$ cat src/rtl/exec_writeback_stage_pkg.sv
// Shared widths, FSM state and stage-entry payload for the execute/write-back pipe.
package exec_writeback_stage_pkg;

  localparam int unsigned DATA_W = 16;
  localparam int unsigned ADDR_W = 3;

  typedef enum logic {
    RUN      = 1'b0,
    WAIT_EXT = 1'b1
  } state_e;

  // One pipeline entry; 'inp' marks an external-input instruction,
  // 'filled' says the data field holds the final result.
  typedef struct packed {
    logic              valid;
    logic              wren;
    logic              inp;
    logic              filled;
    logic [ADDR_W-1:0] addr;
    logic [DATA_W-1:0] data;
  } stage_t;

endpackage

$ cat src/rtl/exec_writeback_stage_fwd_select.sv
// Forward select for one operand: compares a source address against the EX
// and WB entries, EX taking priority.
//   src        operand address being read in decode
//   ex, wb     current EX / WB entries
//   fwd_valid  a usable forward exists
//   fwd_data   forwarded value (0 when fwd_valid is low)
module exec_writeback_stage_fwd_select
  import exec_writeback_stage_pkg::*;
(
  input  logic [ADDR_W-1:0] src,
  input  stage_t            ex,
  input  stage_t            wb,
  output logic              fwd_valid,
  output logic [DATA_W-1:0] fwd_data
);

  // Fields carried in the entry but irrelevant to forwarding.
  logic unused_fields;
  assign unused_fields = ex.inp ^ wb.inp ^ wb.filled;

  // EX wins over WB since it is the younger write to the same register.
  always_comb begin
    fwd_valid = 1'b0;
    fwd_data  = '0;
    if (ex.valid && ex.wren && ex.filled && (ex.addr == src)) begin
      fwd_valid = 1'b1;
      fwd_data  = ex.data;
    end else if (wb.valid && wb.wren && (wb.addr == src)) begin
      fwd_valid = 1'b1;
      fwd_data  = wb.data;
    end
  end

endmodule

$ cat src/rtl/exec_writeback_stage.sv
// Execute / write-back pipe feeding the 8-entry register-file write port.
// Selects ALU result or external input data (valid/ready handshake), provides
// EX/WB operand forwarding and a stall back to decode.
//   CLK, RST_N                       clock, async active-low reset
//   VALID_IN, wren_IN, writeAd_IN,
//   input_IN, ALU_RES_IN             decode register outputs
//   EXT_DATA_IN, EXT_VALID_IN,
//   EXT_READY_OUT                    external input handshake
//   FLUSH_IN                         kill younger instructions
//   SRCA_IN, SRCB_IN                 operand addresses read in decode
//   RF_WE_OUT, RF_WA_OUT, RF_WD_OUT  register-file write port (registered)
//   FWD{A,B}_VALID_OUT, FWD{A,B}_OUT forwarding results
//   STALL_OUT                        decode must hold its register
module exec_writeback_stage
  import exec_writeback_stage_pkg::*;
(
  input  logic              CLK,
  input  logic              RST_N,
  input  logic              VALID_IN,
  input  logic              wren_IN,
  input  logic [ADDR_W-1:0] writeAd_IN,
  input  logic              input_IN,
  input  logic [DATA_W-1:0] ALU_RES_IN,
  input  logic [DATA_W-1:0] EXT_DATA_IN,
  input  logic              EXT_VALID_IN,
  output logic              EXT_READY_OUT,
  input  logic              FLUSH_IN,
  input  logic [ADDR_W-1:0] SRCA_IN,
  input  logic [ADDR_W-1:0] SRCB_IN,
  output logic              RF_WE_OUT,
  output logic [ADDR_W-1:0] RF_WA_OUT,
  output logic [DATA_W-1:0] RF_WD_OUT,
  output logic              FWDA_VALID_OUT,
  output logic              FWDB_VALID_OUT,
  output logic [DATA_W-1:0] FWDA_OUT,
  output logic [DATA_W-1:0] FWDB_OUT,
  output logic              STALL_OUT
);

  state_e state_q, state_d;
  stage_t ex_q, ex_d;
  stage_t wb_q, wb_d;
  logic   hazard;
  logic   capture;

  // State and pipeline registers.
  always_ff @(posedge CLK or negedge RST_N) begin
    if (!RST_N) begin
      state_q <= RUN;
      ex_q    <= '0;
      wb_q    <= '0;
    end else begin
      state_q <= state_d;
      ex_q    <= ex_d;
      wb_q    <= wb_d;
    end
  end

  // Next state, EX/WB advance, stall and external-ready generation.
  always_comb begin
    state_d       = state_q;
    ex_d          = ex_q;
    wb_d          = '0;
    EXT_READY_OUT = 1'b0;

    hazard    = ex_q.valid && ex_q.inp && !ex_q.filled &&
                ((SRCA_IN == ex_q.addr) || (SRCB_IN == ex_q.addr));
    STALL_OUT = (state_q == WAIT_EXT) || hazard;
    capture   = VALID_IN && !STALL_OUT && !FLUSH_IN;

    // A flushed EX entry is killed rather than retired; WB always completes.
    if (ex_q.valid && (state_q == RUN) && !FLUSH_IN) begin
      wb_d = ex_q;
    end

    if (FLUSH_IN) begin
      ex_d.valid = 1'b0;
      state_d    = RUN;
    end else begin
      case (state_q)
        WAIT_EXT: begin
          EXT_READY_OUT = 1'b1;
          if (EXT_VALID_IN) begin
            ex_d.data   = EXT_DATA_IN;
            ex_d.filled = 1'b1;
            state_d     = RUN;
          end
        end
        default: begin
          ex_d.valid = capture;
          if (capture) begin
            ex_d.wren   = wren_IN;
            ex_d.inp    = input_IN;
            // An input op that does not write is a no-op: nothing to fill.
            ex_d.filled = !(input_IN && wren_IN);
            ex_d.addr   = writeAd_IN;
            ex_d.data   = input_IN ? '0 : ALU_RES_IN;
            if (input_IN && wren_IN) begin
              state_d = WAIT_EXT;
            end
          end
        end
      endcase
    end
  end

  assign RF_WE_OUT = wb_q.valid & wb_q.wren;
  assign RF_WA_OUT = wb_q.addr;
  assign RF_WD_OUT = wb_q.data;

  exec_writeback_stage_fwd_select u_fwd_a (
    .src       (SRCA_IN),
    .ex        (ex_q),
    .wb        (wb_q),
    .fwd_valid (FWDA_VALID_OUT),
    .fwd_data  (FWDA_OUT)
  );

  exec_writeback_stage_fwd_select u_fwd_b (
    .src       (SRCB_IN),
    .ex        (ex_q),
    .wb        (wb_q),
    .fwd_valid (FWDB_VALID_OUT),
    .fwd_data  (FWDB_OUT)
  );

endmodule

$ cat config.mk
export PLATFORM = sky130hd
export DESIGN_NAME = exec_writeback_stage
export DESIGN_NICKNAME = d
export VERILOG_FILES = /design/src/rtl/exec_writeback_stage_pkg.sv /design/src/rtl/exec_writeback_stage_fwd_select.sv /design/src/rtl/exec_writeback_stage.sv
export SDC_FILE = /design/constraint.sdc
export NUM_CORES = 1
export LEC_CHECK = 0
export CAP_MARGIN = 20
export CORE_ASPECT_RATIO = 0.75
export CORE_MARGIN = 5
export CORE_UTILIZATION = 33
export CTS_CLUSTER_DIAMETER = 50
export DETAILED_ROUTE_END_ITERATION = 8
export PLACE_DENSITY = 0.77
export SKIP_CTS_REPAIR_TIMING = 1
export SLEW_MARGIN = 40
export SYNTH_ARGS = -nofsm -noshare
export SYNTH_HDL_FRONTEND = slang
export SYNTH_SLANG_ARGS = --single-unit
$ cat constraint.sdc
create_clock -name CLK -period 6.6 [get_ports CLK]
set_input_delay 1.65 -clock CLK [delete_from_list [all_inputs] [get_ports CLK]]
set_output_delay 1.65 -clock CLK [all_outputs]
set_load 0.02 [all_outputs]
-- After elaboration in Yosys (flattened, before gate mapping)
Index checks and enable logic that the tools add are counted.
- logic and storage cells: 70
- output and inout port bits: 56
- bits in registers: 45
- input bits: 48
- reductions and logical operators: 24
- multiplexer cells: 24
- equality and inequality tests: 8
- bitwise operators: 3
- operators with widths (operator ; count):
    $mux 16 ; 7
    $mux 23 ; 1
    $mux 22 ; 1
    $eq 3x3->1 ; 6
    $logic_and 1x1->1 ; 15
    $mux 1 ; 14
    $reduce_and 3->1 ; 2
    $logic_not 1->1 ; 4
    $ne 2x2->1 const B ; 2
    $mux 3 ; 1
    $logic_or 1x1->1 ; 2
    $not 1->1 ; 2
    $reduce_bool 2->1 ; 1
    $and 1x1->1 ; 1

-- Longest topological paths before layout
- depth in word-level cells: 10
- depth in mapped cells: 7
- mapped depth without buffers: 5

-- By module
A second synthesis with hierarchy kept.
- cells, all modules: 338
- area, all modules: 3442.1 µm²
- by module, submodules not included (module ; cells an instance ; times used ; sequential area each (µm²) ; area an instance (µm²)):
    exec_writeback_stage ; 202 ; 1 ; 1176.1 ; 2260.9
    exec_writeback_stage_fwd_select ; 68 ; 2 ; 0.0 ; 590.6

-- Worst setup path before layout
OpenSTA, ideal clock, no wires.
- path kind: input -> output
- from: input SRCA_IN[0]
- to: output FWDA_OUT[10]
- required time: 4.950 ns
- buffers on the path: 1
- data arrival time: 2.921 ns
- cell stages on the path: 5
- setup slack: 2.029 ns
- path through: xor2_1 > nor4b_4 > nor2_1 > clkbuf_1 > a22o_1
- word-level cells in the longest chain between the ends: 4
- elaborated cells between the ends (all ways): 6
- classes of those cells: eq/ne (2); mux (2); reduce/logical (2)
- ends and longest elaborated chain (element ; RTL line ; RTL):
    start: declaration ; exec_writeback_stage.sv:28 ; input logic [ADDR_W-1:0] SRCA_IN,
    $eq 3x3->1 ; exec_writeback_stage_fwd_select.sv:28 ; end else if (wb.valid && wb.wren && (wb.addr == src)) begin
    $logic_and 1x1->1 ; exec_writeback_stage_fwd_select.sv:28 ;
    $mux 16 ; exec_writeback_stage_fwd_select.sv:28 ;
    $mux 16 * ; exec_writeback_stage_fwd_select.sv:25 ; if (ex.valid && ex.wren && ex.filled && (ex.addr == src)) begin
    end: declaration ; exec_writeback_stage.sv:35 ; output logic [DATA_W-1:0] FWDA_OUT,
Every way passes the cells marked *; elsewhere a longest branch is shown, timed or not.

-- Worst setup path after layout
- from: input SRCB_IN[1]
- to: output FWDB_OUT[11]
- word-level cells in the longest chain between the ends: 4
- elaborated cells between the ends (all ways): 6
- classes of those cells: eq/ne (2); mux (2); reduce/logical (2)
- ends and longest elaborated chain (element ; RTL line ; RTL):
    start: declaration ; exec_writeback_stage.sv:29 ; input logic [ADDR_W-1:0] SRCB_IN,
    $eq 3x3->1 ; exec_writeback_stage_fwd_select.sv:28 ;
    $logic_and 1x1->1 ; exec_writeback_stage_fwd_select.sv:28 ;
    $mux 16 ; exec_writeback_stage_fwd_select.sv:28 ;
    $mux 16 * ; exec_writeback_stage_fwd_select.sv:25 ;
    end: declaration ; exec_writeback_stage.sv:36 ; output logic [DATA_W-1:0] FWDB_OUT,
Marks and branches as above.

==> summary.txt <==
Run status
  – Status: finished, final reports clean

Timing
  – Fmax: 175 MHz
  – Tcrit/Tclk final: 86.4%
  – Minimum clock period: 5.70 ns
  – Worst Skew: 0.00978 ns
  – RSZ-0062 raised after global routing: false
  – Slew Viols, Final: 0
  – Setup tns final: 0 ns
  – Tightest Pin Transition: 0.725 ns
  – Fin. Hold Viols: 0
  – Max-slew headroom: 51.6%
  – Final setup vio count: 0

Critical path
  – WS Path Type: in2out
  – Startpoint types: input pin
  – WP data required: 4.95 ns
  – Crit-path max FO: 18
  – CP Data Arrival Time: 4.05 ns
  – Crit end category: output port

Drt
  – Antenna viol nets, final: 0
  – Vias per cell: 5.04
  – Vias: 2076
  – Final WL: 6830 um
  – DRC: 0
  – DRT Pass-1 Iters: 4
  – Wire length per cell: 16.6 um
  – DR iter-0 viols: 135

Logic synthesis
  – Synth Register Bits: 45
  – Combinational family with the most area after synthesis: compound AO/OA/AOI/OAI gates
  – EDFF count, synth: 0
  – Synth Area in XOR/XNOR: 4.37%
  – Synth Area in Adders: 0%
  – Cells after synthesis: 229
  – Synth area leader: dfrtp_1
  – Post-synthesis sequential area ratio: 46.8%
  – Post-Syn Area: 2410 um2
  – Synth top area share: 46.8%
  – Top-count cell post-synth: dfrtp_1
  – Net count after synthesis: 277
  – Post-synthesis simple-gate area fraction: 16.2%
  – Synth warn: 0
  – Synth Area per Inst: 10.5 um2
  – Mux contribution to synthesized area: 2.75%
  – Top FF cell, synth: dfrtp_1
  – Post-synthesis compound-gate area fraction: 21.1%
  – Synth unique cells: 29
  – Most frequent cells after synthesis: 45 x dfrtp_1, 32 x a22o_1, 20 x and3_1, 20 x nand2_1, 19 x buf_4
  – Area contributors post-synth: dfrtp_1 47%, a22o_1 12%, buf_4 5.9%
  – Async S/R FF share, synth: 100%

Floorplan
  – Die Width: 109 um
  – Chip Height: 84.0 um
  – # IOs: 104
  – Die area: 9120 um2
  – Initial Util: 33.3%
  – Num rows: 27
  – CORE AREA: 7230 um2

Place
  – Gpl congestion: 0.772
  – I/O Buffers: 103
  – Hpwl dp: 5390 um
  – Post-DP Area: 3430 um2

Power
  – PD cells: 177 nW/um2
  – Leak: 1.49 nW
  – Worst ir drop on vdd: 106 uV

Final layout
  – Antenna cells: 0
  – Design area: 3550 um2
  – Final #Nets: 358
  – Area occupied by multi-input gates: 1100 um2
  – # fillers: 700
  – Share of cells above drive strength 1: 8.04%
  – Reg area: 1130 um2
  – Layout area overhead: 47.7%

Global route
  – First-pass GRT wire length: 10800 um
  – Largest net degree at the start of global routing: 46
  – Busiest layer in global routing: met2
  – Met1 Use GR: 21.9%
  – Vias in the first global route: 2083
  – GR Util met2: 22.2%
  – GRT met3 Usage: 4.02%
  – Grt ovf: 0
  – Initial antenna violation count: 0
  – Total GRT Usage: 15.2%

Clocking
  – Clock Sinks: 45
  – H-tree level count: 2
  – Num CTS Buffers: 5
  – CTS tree: yes
  – Clock insertion delay at the later pin of the skew report: 0.29 ns
  – Worst-path clk slew: 0.09 ns
  – Bufs on Longest Clock Path: 2
  – Root Driver: clkbuf_8

Flow run
  – Max_cap viols: 0

Worst hold path
  – Hold Path Class: reg2reg
flip-flops by register name, indices dropped and copies added (netlist names):
signal / count
RF_WD_OUT: 16
state_q: 1
RF_WA_OUT: 3
ex_q: 23
wb_q: 2
layout by cell type, fill, tap and decap left out:
master             n
a22o_1            32
a31oi_4            1
a32oi_1           15
and2_1             5
and3_1            20
and3b_1            1
buf_4              7
bufinv_16          1
clkbuf_8           6
clkdlybuf4s50_1  102
clkinvlp_4         1
dfrtp_1           45
inv_1              2
mux2_2             5
mux2i_1            1
nand2_1           20
nand2b_1           3
nand3_1            3
nand4_1            2
nand4bb_1          2
nor2_1             2
nor2_2             1
nor2b_1            2
nor4b_4            3
o21ai_0            5
o21ai_1           10
o22ai_1            1
o311ai_0           1
xnor2_1            8
xor2_1             4
path summary, 6_finish.rpt:
check                      slack (ns)            end  depth (start not counted)  startpoint
setup / recovery                 0.90   FWDB_OUT[11]                          8  SRCB_IN[1]
hold / removal                   0.53       ex_q[20]                          1    ex_q[20]
setup reg to reg                 4.18       ex_q[14]                          4     state_q
hold reg to reg                  0.53       ex_q[20]                          1    ex_q[20]
max in group asynchronous        4.88  RF_WD_OUT[10]                          1       RST_N
min in group asynchronous        1.33       ex_q[18]                          1       RST_N
worst max-delay path, stage by stage:
cell and delay (ns):
clkdlybuf4s50_1 0.51, xor2_1 0.30, nor4b_4 0.08, buf_4 0.21, nor2_1 0.29, buf_4 0.25, a22o_1 0.15, clkdlybuf4s50_1 0.61
logic make-up after synthesis:
kind of cell / count (synthesis)
compound gates: 65
buf+inv: 37
xor+xnor: 12
mux: 6
flops: 45
simple gates: 64
layout make-up:
cell class	instances	share of cell area [%]
well taps	101	3.56
flip-flops and latches	45	31.7
repair buffers	109	30.2
multi-input cells	147	31.0
clock inverters	2	1.06
clock buffers	6	2.32
inverters	2	0.211
per-stage QoR:
| stage | power, mW | hold slack [ns] | cells | setup slack [ns] | util (%) |
|---|---|---|---|---|---|
| final | 0.628 | 0.528 | 412 | 0.901 | 49.2 |
| after global routing | 0.658 | 0.542 | 412 | 0.791 | 49.2 |
| after CTS | 0.634 | 0.529 | 411 | 0.915 | 49.1 |
| after detailed placement | 0.418 | 0.509 | 403 | 0.913 | 47.4 |
| after global placement | 0.412 | 0.507 | 403 | 0.997 | 47.1 |
| after floorplan | 0.361 | 0.471 | 229 | 2.03 | - |
power by group:
group | leakage [nW] | internal [mW] | switching (mW) | total, mW
combinational | 0.830 | 0.0550 | 0.0442 | 0.0992
sequential | 0.606 | 0.292 | 0.0216 | 0.313
clock | 0.0574 | 0.123 | 0.0922 | 0.215
total | 1.49 | 0.470 | 0.158 | 0.628
layer usage:
metal | wire, um | vias up
met4 | 82 | 0
met5 | 0 | -
met1 | 3160 | 971
li1 | - | 996
met3 | 633 | 9
met2 | 2950 | 100
Power figures use the tool's default switching activity.
